`src/rtl/dtw_core_feeder.sv`:
```
// dtw_core_feeder: upstream sequencer for the DTW core datapath.
// Collects one squiggle, clears the core, streams squiggle and reference
// into it cycle by cycle, waits for done, then offers min value and
// position over a valid/ready handshake.
// Ports: clk/rst (sync, active-high); start/ref_base/ref_len command;
// sqg_* sample stream in; ref_en/ref_addr/ref_data sync memory port;
// core_* drive and observe the DTW core; res_* result out; busy.
// Optional: `define DTW_FEEDER_PERF_EN adds run_cycles/stall_cycles.
module dtw_core_feeder #(
    parameter int WIDTH    = 16,
    parameter int SQG_SIZE = 250,
    parameter int REF_AW   = 20
) (
    input  logic              clk,
    input  logic              rst,
    input  logic              start,
    input  logic [REF_AW-1:0] ref_base,
    input  logic [31:0]       ref_len,
    input  logic [WIDTH-1:0]  sqg_data,
    input  logic              sqg_valid,
    output logic              sqg_ready,
    output logic              ref_en,
    output logic [REF_AW-1:0] ref_addr,
    input  logic [WIDTH-1:0]  ref_data,
    output logic              core_rst,
    output logic              core_running,
    output logic [WIDTH-1:0]  core_squiggle,
    output logic [WIDTH-1:0]  core_rword,
    output logic [31:0]       core_ref_len,
    input  logic [WIDTH-1:0]  core_minval,
    input  logic [31:0]       core_position,
    input  logic              core_done,
    output logic              res_valid,
    input  logic              res_ready,
    output logic [WIDTH-1:0]  res_minval,
    output logic [31:0]       res_position,
    output logic              busy
`ifdef DTW_FEEDER_PERF_EN
    ,
    output logic [31:0]       run_cycles,
    output logic [31:0]       stall_cycles
`endif
);

    localparam int IW = (SQG_SIZE > 1) ? $clog2(SQG_SIZE) : 1;
    localparam logic [IW-1:0] LAST = IW'(SQG_SIZE - 1);

    typedef enum logic [2:0] {
        IDLE, CLR, LOAD, RUN, DRAIN, RESULT
    } state_t;

    state_t state_q, state_d;

    logic [REF_AW-1:0] base_q;
    logic [REF_AW-1:0] addr_q;
    logic [31:0]       len_q;
    logic [31:0]       r_q;
    logic [IW-1:0]     n_q;
    logic [IW-1:0]     sq_idx;
    logic              d_q;
    logic [WIDTH-1:0]  sqg_buf [SQG_SIZE];

    logic accept_start;
    logic load_xfer;
    logic load_last;
    logic drain_last;
    logic in_run;

    assign accept_start = (state_q == IDLE) && start;
    assign load_xfer    = (state_q == LOAD) && sqg_valid;
    assign load_last    = load_xfer && (n_q == LAST);
    assign drain_last   = (state_q == DRAIN) && d_q;
    assign in_run       = (state_q == RUN);
    assign sq_idx       = r_q[IW-1:0] - 1'b1;

    // State register
    always_ff @(posedge clk) begin
        if (rst) state_q <= IDLE;
        else     state_q <= state_d;
    end

    // Next-state logic
    always_comb begin
        state_d = state_q;
        unique case (state_q)
            IDLE:    if (start)      state_d = CLR;
            CLR:                     state_d = LOAD;
            LOAD:    if (load_last)  state_d = RUN;
            RUN:     if (core_done)  state_d = DRAIN;
            DRAIN:   if (d_q)        state_d = RESULT;
            RESULT:  if (res_ready)  state_d = IDLE;
            default:                 state_d = IDLE;
        endcase
    end

    // Outputs
    always_comb begin
        sqg_ready     = (state_q == LOAD);
        core_rst      = rst || (state_q == CLR);
        core_running  = in_run && !core_done;
        res_valid     = (state_q == RESULT);
        busy          = (state_q != IDLE);
        core_ref_len  = '0;
        core_squiggle = '0;
        core_rword    = '0;
        ref_en        = in_run && (r_q < len_q);
        // Address holds its last issued value once reads stop
        ref_addr      = addr_q;
        if (ref_en)
            ref_addr = base_q + r_q[REF_AW-1:0];
        if (state_q != IDLE)
            core_ref_len = len_q + 32'(SQG_SIZE);
        if (in_run) begin
            core_rword = '1;
            if (r_q != 0 && r_q <= 32'(SQG_SIZE))
                core_squiggle = sqg_buf[sq_idx];
            // Memory data lags ref_en by one cycle
            if (r_q != 0 && r_q <= len_q)
                core_rword = ref_data;
        end
    end

    // Sample buffer: overwritten on each load, no reset needed
    always_ff @(posedge clk) begin
        if (load_xfer)
            sqg_buf[n_q] <= sqg_data;
    end

    always_ff @(posedge clk) begin
        if (rst) begin
            base_q       <= '0;
            len_q        <= '0;
            addr_q       <= '0;
            r_q          <= '0;
            n_q          <= '0;
            d_q          <= 1'b0;
            res_minval   <= '0;
            res_position <= '0;
        end else begin
            if (accept_start) begin
                base_q <= ref_base;
                len_q  <= ref_len;
            end
            if (state_q == CLR)
                n_q <= '0;
            else if (load_xfer)
                n_q <= n_q + 1'b1;
            if (state_q == LOAD)
                r_q <= '0;
            else if (in_run && r_q != '1)
                r_q <= r_q + 32'd1;
            if (in_run)
                d_q <= 1'b0;
            else if (state_q == DRAIN)
                d_q <= 1'b1;
            if (ref_en)
                addr_q <= ref_addr;
            if (drain_last) begin
                res_minval   <= core_minval;
                res_position <= core_position;
            end
        end
    end

`ifdef DTW_FEEDER_PERF_EN
    logic [31:0] stall_q;

    always_ff @(posedge clk) begin
        if (rst) begin
            stall_q      <= '0;
            run_cycles   <= '0;
            stall_cycles <= '0;
        end else begin
            if (accept_start)
                stall_q <= '0;
            else if (state_q == LOAD && !sqg_valid)
                stall_q <= stall_q + 32'd1;
            // r_q is frozen after RUN and equals its cycle count
            if (drain_last) begin
                run_cycles   <= r_q;
                stall_cycles <= stall_q;
            end
        end
    end
`endif

endmodule

```
`config.mk`:
```
export PLATFORM = sky130hd
export DESIGN_NAME = dtw_core_feeder
export DESIGN_NICKNAME = d
export VERILOG_FILES = /design/src/rtl/dtw_core_feeder.sv
export SDC_FILE = /design/constraint.sdc
export NUM_CORES = 2
export LEC_CHECK = 0
export CELL_PAD_IN_SITES_DETAIL_PLACEMENT = 2
export CELL_PAD_IN_SITES_GLOBAL_PLACEMENT = 2
export CORE_ASPECT_RATIO = 1.75
export CORE_MARGIN = 2
export CORE_UTILIZATION = 56
export CTS_BUF_LIST = sky130_fd_sc_hd__clkbuf_2
export CTS_CLUSTER_DIAMETER = 120
export CTS_CLUSTER_SIZE = 10
export DETAILED_ROUTE_END_ITERATION = 8
export MAX_ROUTING_LAYER = met4
export PLACE_DENSITY = 0.91
export SYNTH_ARGS = -nofsm -noshare
export SYNTH_HDL_FRONTEND = slang
export SYNTH_SLANG_ARGS = --single-unit
export TNS_END_PERCENT = 10
```
`constraint.sdc`:
```
create_clock -name clk -period 12.6 [get_ports clk]
set_input_delay 2.52 -clock clk [delete_from_list [all_inputs] [get_ports clk]]
set_output_delay 2.52 -clock clk [all_outputs]
set_load 0.005 [all_outputs]
```
==> results of run 1 <==
[metrics by stage]
step              hold slack, ns  setup WS, ns
floorplan                  0.436          5.89
global placement           0.442          3.10
[cell usage after synthesis, drive strengths merged, types with 12 or more instances]
master	number
a211oi	16
a21o	12
a21oi	248
a22oi	22
a31oi	24
and2	30
and3	28
buf	198
clkbuf	237
dfxtp	164
edfxtp	4000
ha	59
inv	46
mux2	15
mux2i	66
mux4	1150
nand2	521
nand3	70
nand4	14
nor2	456
nor2b	15
nor3	38
nor4	46
o21ai	31
o221ai	15
o22ai	40
xnor2	67
xor2	22
[cells by family after synthesis]
kind of cell / Yosys count
AO/OA/AOI/OAI: 468
XOR/XNOR: 89
adder cells (fa/ha/maj): 60
buffers and inverters: 481
flip-flops: 4164
multiplexers: 1231
AND/OR/NAND/NOR: 1258
==> flow_metrics.env, run 1 <==
export IMPL_outcome="aborted with a tool error"
export IMPL_lastStage="detailed placement"
export IMPL_first_error="[ERROR DPL-0033] detailed placement checks failed during check placement."
export IMPL_yosys_area_share_simple_pct=3.30
export IMPL_synth_edff_count=4000
export IMPL_gp_congestion=0.939
export IMPL_portBuffers=275
export IMPL_synthCells=7751
export IMPL_synth_top_family_by_area="multiplexers"
export IMPL_syn_num_nets=7949
export IMPL_start_util_pct=56.2
export IMPL_synth_fa_ha_area_share_pct=0.468
export IMPL_synth_seq_area_share_pct=76.1
export IMPL_yosys_mux_area_fraction_pct=16.5
export IMPL_die_w_um=411
export IMPL_hpwlAfterDp_um=438000
export IMPL_synthXorXnorAreaFrac_pct=0.492
export IMPL_syn_area_per_cell_sq_um=20.9
export IMPL_die_y_um=716
export IMPL_synth_area_sq_mm=0.162
export IMPL_synth_largest_area_cell="edfxtp_1"
export IMPL_synth_area_leaders="edfxtp_1, mux4_2, dfxtp_1, nand2_1, nor2_1"
export IMPL_synth_ff_latch_count=4164
export IMPL_synth_compound_area_share_pct=1.74
export IMPL_ys_flop_type="edfxtp_1"
export IMPL_ioPinCount=276
export IMPL_synth_async_reset_ratio_pct=0
export IMPL_synth_top_area_share_pct=74.1
export IMPL_row_count=261
export IMPL_ys_types=69
export IMPL_ys_warn_count=0
==> run 2, diff against run 1 <==
==> config.mk (replaced) <==
export PLATFORM = sky130hd
export DESIGN_NAME = dtw_core_feeder
export DESIGN_NICKNAME = d
export VERILOG_FILES = /design/src/rtl/dtw_core_feeder.sv
export SDC_FILE = /design/constraint.sdc
export NUM_CORES = 2
export LEC_CHECK = 0
export CORE_MARGIN = 2
export CORE_UTILIZATION = 40
export DETAILED_ROUTE_END_ITERATION = 8
export PLACE_DENSITY_LB_ADDON = 0.15
export SYNTH_ARGS = -nofsm -noshare
export SYNTH_HDL_FRONTEND = slang
export SYNTH_SLANG_ARGS = --single-unit
export TNS_END_PERCENT = 10
==> run 2 against run 1 <==
  * The flow now finishes without violations
  * Synthesized cell count did not move
  * Synthesized area did not move
==> flow_metrics.env, run 2 <==
export IMPL_reg2reg_from="state_q[1]"
export IMPL_grt_usage_pct=22.1
export IMPL_synth_async_reset_ratio_pct=0
export IMPL_fp_dieArea_sq_mm=0.410
export IMPL_ys_warn_count=0
export IMPL_largest_reg_flops=4000
export IMPL_drt_iter0_markers=9380
export IMPL_timing_hold_worst_class="reg2reg"
export IMPL_synth_seq_area_share_pct=76.1
export IMPL_clkLatencyLatePin_ns=0.97
export IMPL_vdd_drop_max_v=0.000122
export IMPL_synth_most_common_cell="edfxtp_1"
export IMPL_cts_tree="built"
export IMPL_final_area_sq_mm=0.187
export IMPL_row_count=233
export IMPL_rrSetupSlack_ns=8.33
export IMPL_synth_area_leaders="edfxtp_1, mux4_2, dfxtp_1, nand2_1, nor2_1"
export IMPL_gr_total_overflow=0
export IMPL_synth_largest_area_cell="edfxtp_1"
export IMPL_power_density_mw_per_mm2=154
export IMPL_gp_congestion=0.805
export IMPL_synth_area_sq_mm=0.162
export IMPL_die_w_um=641
export IMPL_firstDrtPassIters=5
export IMPL_ant_nets=0
export IMPL_ys_types=69
export IMPL_synth_ff_latch_count=4164
export IMPL_leakagePower_nw=57.4
export IMPL_hpwlAfterDp_um=270000
export IMPL_ys_flop_type="edfxtp_1"
export IMPL_clock_sink_count=4164
export IMPL_min_from="res_position[21]"
export IMPL_worst_endpoint_arrival_ns=7.29
export IMPL_cts_buffers=434
export IMPL_endpoint="core_squiggle[13]"
export IMPL_viasPerCell=5.71
export IMPL_drc=0
export IMPL_syn_area_per_cell_sq_um=20.9
export IMPL_cts_buffer_depth=4
export IMPL_ioPinCount=276
export IMPL_layout_drive_gt1_share_pct=26.0
export IMPL_grt_pass1_wl_um=641000
export IMPL_max_flop_register="sqg_buf"
export IMPL_drv_slew=0
export IMPL_nets=8620
export IMPL_htree_num_levels=5
export IMPL_start_util_pct=40.2
export IMPL_fillers=33600
export IMPL_cts_setup_buffers=0
export IMPL_r2r_cells=7
export IMPL_cts_hold_buf=0
export IMPL_required_ns=10.08
export IMPL_setup_viol=0
export IMPL_final_common_cell="edfxtp_1"
export IMPL_rsz0062_at_grt="no"
export IMPL_cts_resized=0
export IMPL_syn_num_nets=7949
export IMPL_cts_root_buf="clkbuf_16"
export IMPL_crit_type="reg2out"
export IMPL_die_y_um=641
export IMPL_antenna_found_initial=23
export IMPL_vias=81100
export IMPL_cap_violations=0
export IMPL_min_period_ns=9.81
export IMPL_worstMarginPinSlew_ns=1.43
export IMPL_wl_per_cell_um=32.3
export IMPL_clkSlewWorstSetupHoldPaths_ns=0.06
export IMPL_fin_skew_ns=0.0585
export IMPL_portBuffers=275
export IMPL_critPathLaunch="r_q[0]"
export IMPL_synth_common_cells="edfxtp_1, mux4_2, nand2_1, nor2_1, a21oi_1"
export IMPL_synth_edff_count=4000
export IMPL_area_growth_pct=15.5
export IMPL_outcome="finished clean"
export IMPL_final_hold_viol_count=0
export IMPL_grt_pass1_vias=82200
export IMPL_timing_setup_tns_ns=0
export IMPL_critical_path_max_fanout=110
export IMPL_final_cell_mix="edfxtp_1, mux4_2, nand2_1"
export IMPL_routed_wl_um=459000
export IMPL_place_area_sq_mm=0.173
export IMPL_synthCells=7751
export IMPL_relSlewSlack_pct=4.53
export IMPL_critPathLaunchType="flop"
export IMPL_core_sq_mm=0.403
export IMPL_fin_crit_sh_pct=77.8
export IMPL_max_freq_mhz=102
export IMPL_synth_top_area_share_pct=74.1
export IMPL_timing_rr_end="sqg_buf[80][2]"
export IMPL_grt_max_degree=140
export IMPL_setup_worst_path_end_class="primary output"
-- run 2: cell counts after synthesis --
No cell type changed its count.
-- run 2: metal layers --
metal  vias up  part of all wire (%)  track usage (%)  wire [um]
met5         -                 0.022            0.142        100
li1      33400                     -                -          -
met4         6                   2.9             6.15      13200
met3       624                   6.4             3.30      29600
met2      2892                    49             36.5     224000
met1     44200                    42             30.6     192000
-- run 2: logic make-up (layout without fill, tap and decap cells) --
logic type	count (synthesis)	after routing	share of synthesized area [%]
AOI/OAI and AO/OA	468	468	1.74
xor gates and xnor gates	89	89	0.492
adders and majority gates	60	60	0.468
buffers and inverters	481	1521	1.38
DFF	4164	4164	76.1
muxes	1231	1231	16.5
other	0	15	0
and+or+nand+nor	1258	1258	3.30
-- run 2: power by group --
group	switching, mW	total [mW]	internal (mW)
Sequential	0.0149	15.2	15.2
Combinational	0.656	0.996	0.340
Clock	5.38	12.6	7.18
Total	6.05	28.8	22.7
-- run 2: how the worst min path moves through the flow --
stage	cells past startpoint	end	slack, ns
after floorplan	2	len_q[19]	0.44
after global placement	2	res_position[20]	0.44
after detailed placement	2	res_position[21]	0.45
after CTS	2	res_position[21]	0.46
after global routing	2	res_minval[14]	0.47
final	2	res_position[21]	0.45
-- run 2: final cells by class --
type / count / area, sq um / share of cell area (%)
antenna: 15 / 37.5 / 0.0201
timing repair buffer: 670 / 6010 / 3.21
multi-input combinational: 3106 / 36900 / 19.7
tap: 5405 / 6760 / 3.61
clock inverter: 251 / 2410 / 1.29
clock buffer: 554 / 11500 / 6.14
inverter: 46 / 173 / 0.0923
sequential: 4164 / 123000 / 65.9
-- run 2: critical path, cell delays in order, from the launching register on --
cell and delay [ns]:
dfxtp_4 0.74, inv_1 0.28, ha_4 0.88, buf_12 0.61, mux4_2 0.43, mux4_2 0.50, a22oi_1 0.53, a31oi_1 0.19
o21bai_1 0.83, o21ai_1 0.55, clkdlybuf4s50_1 0.59
-- run 2: stage by stage --
step,util [%],cells,setup slack [ns],power [mW],hold slack [ns]
floorplan,-,7751,5.89,15.9,0.436
CTS,46.4,14200,2.49,29.0,0.457
global route,46.4,14200,2.51,29.6,0.470
detailed placement,43.0,13400,3.56,16.5,0.449
global placement,43.0,13400,3.11,16.5,0.441
finish,46.4,14200,2.79,28.8,0.452
Power figures use the tool's default switching activity.
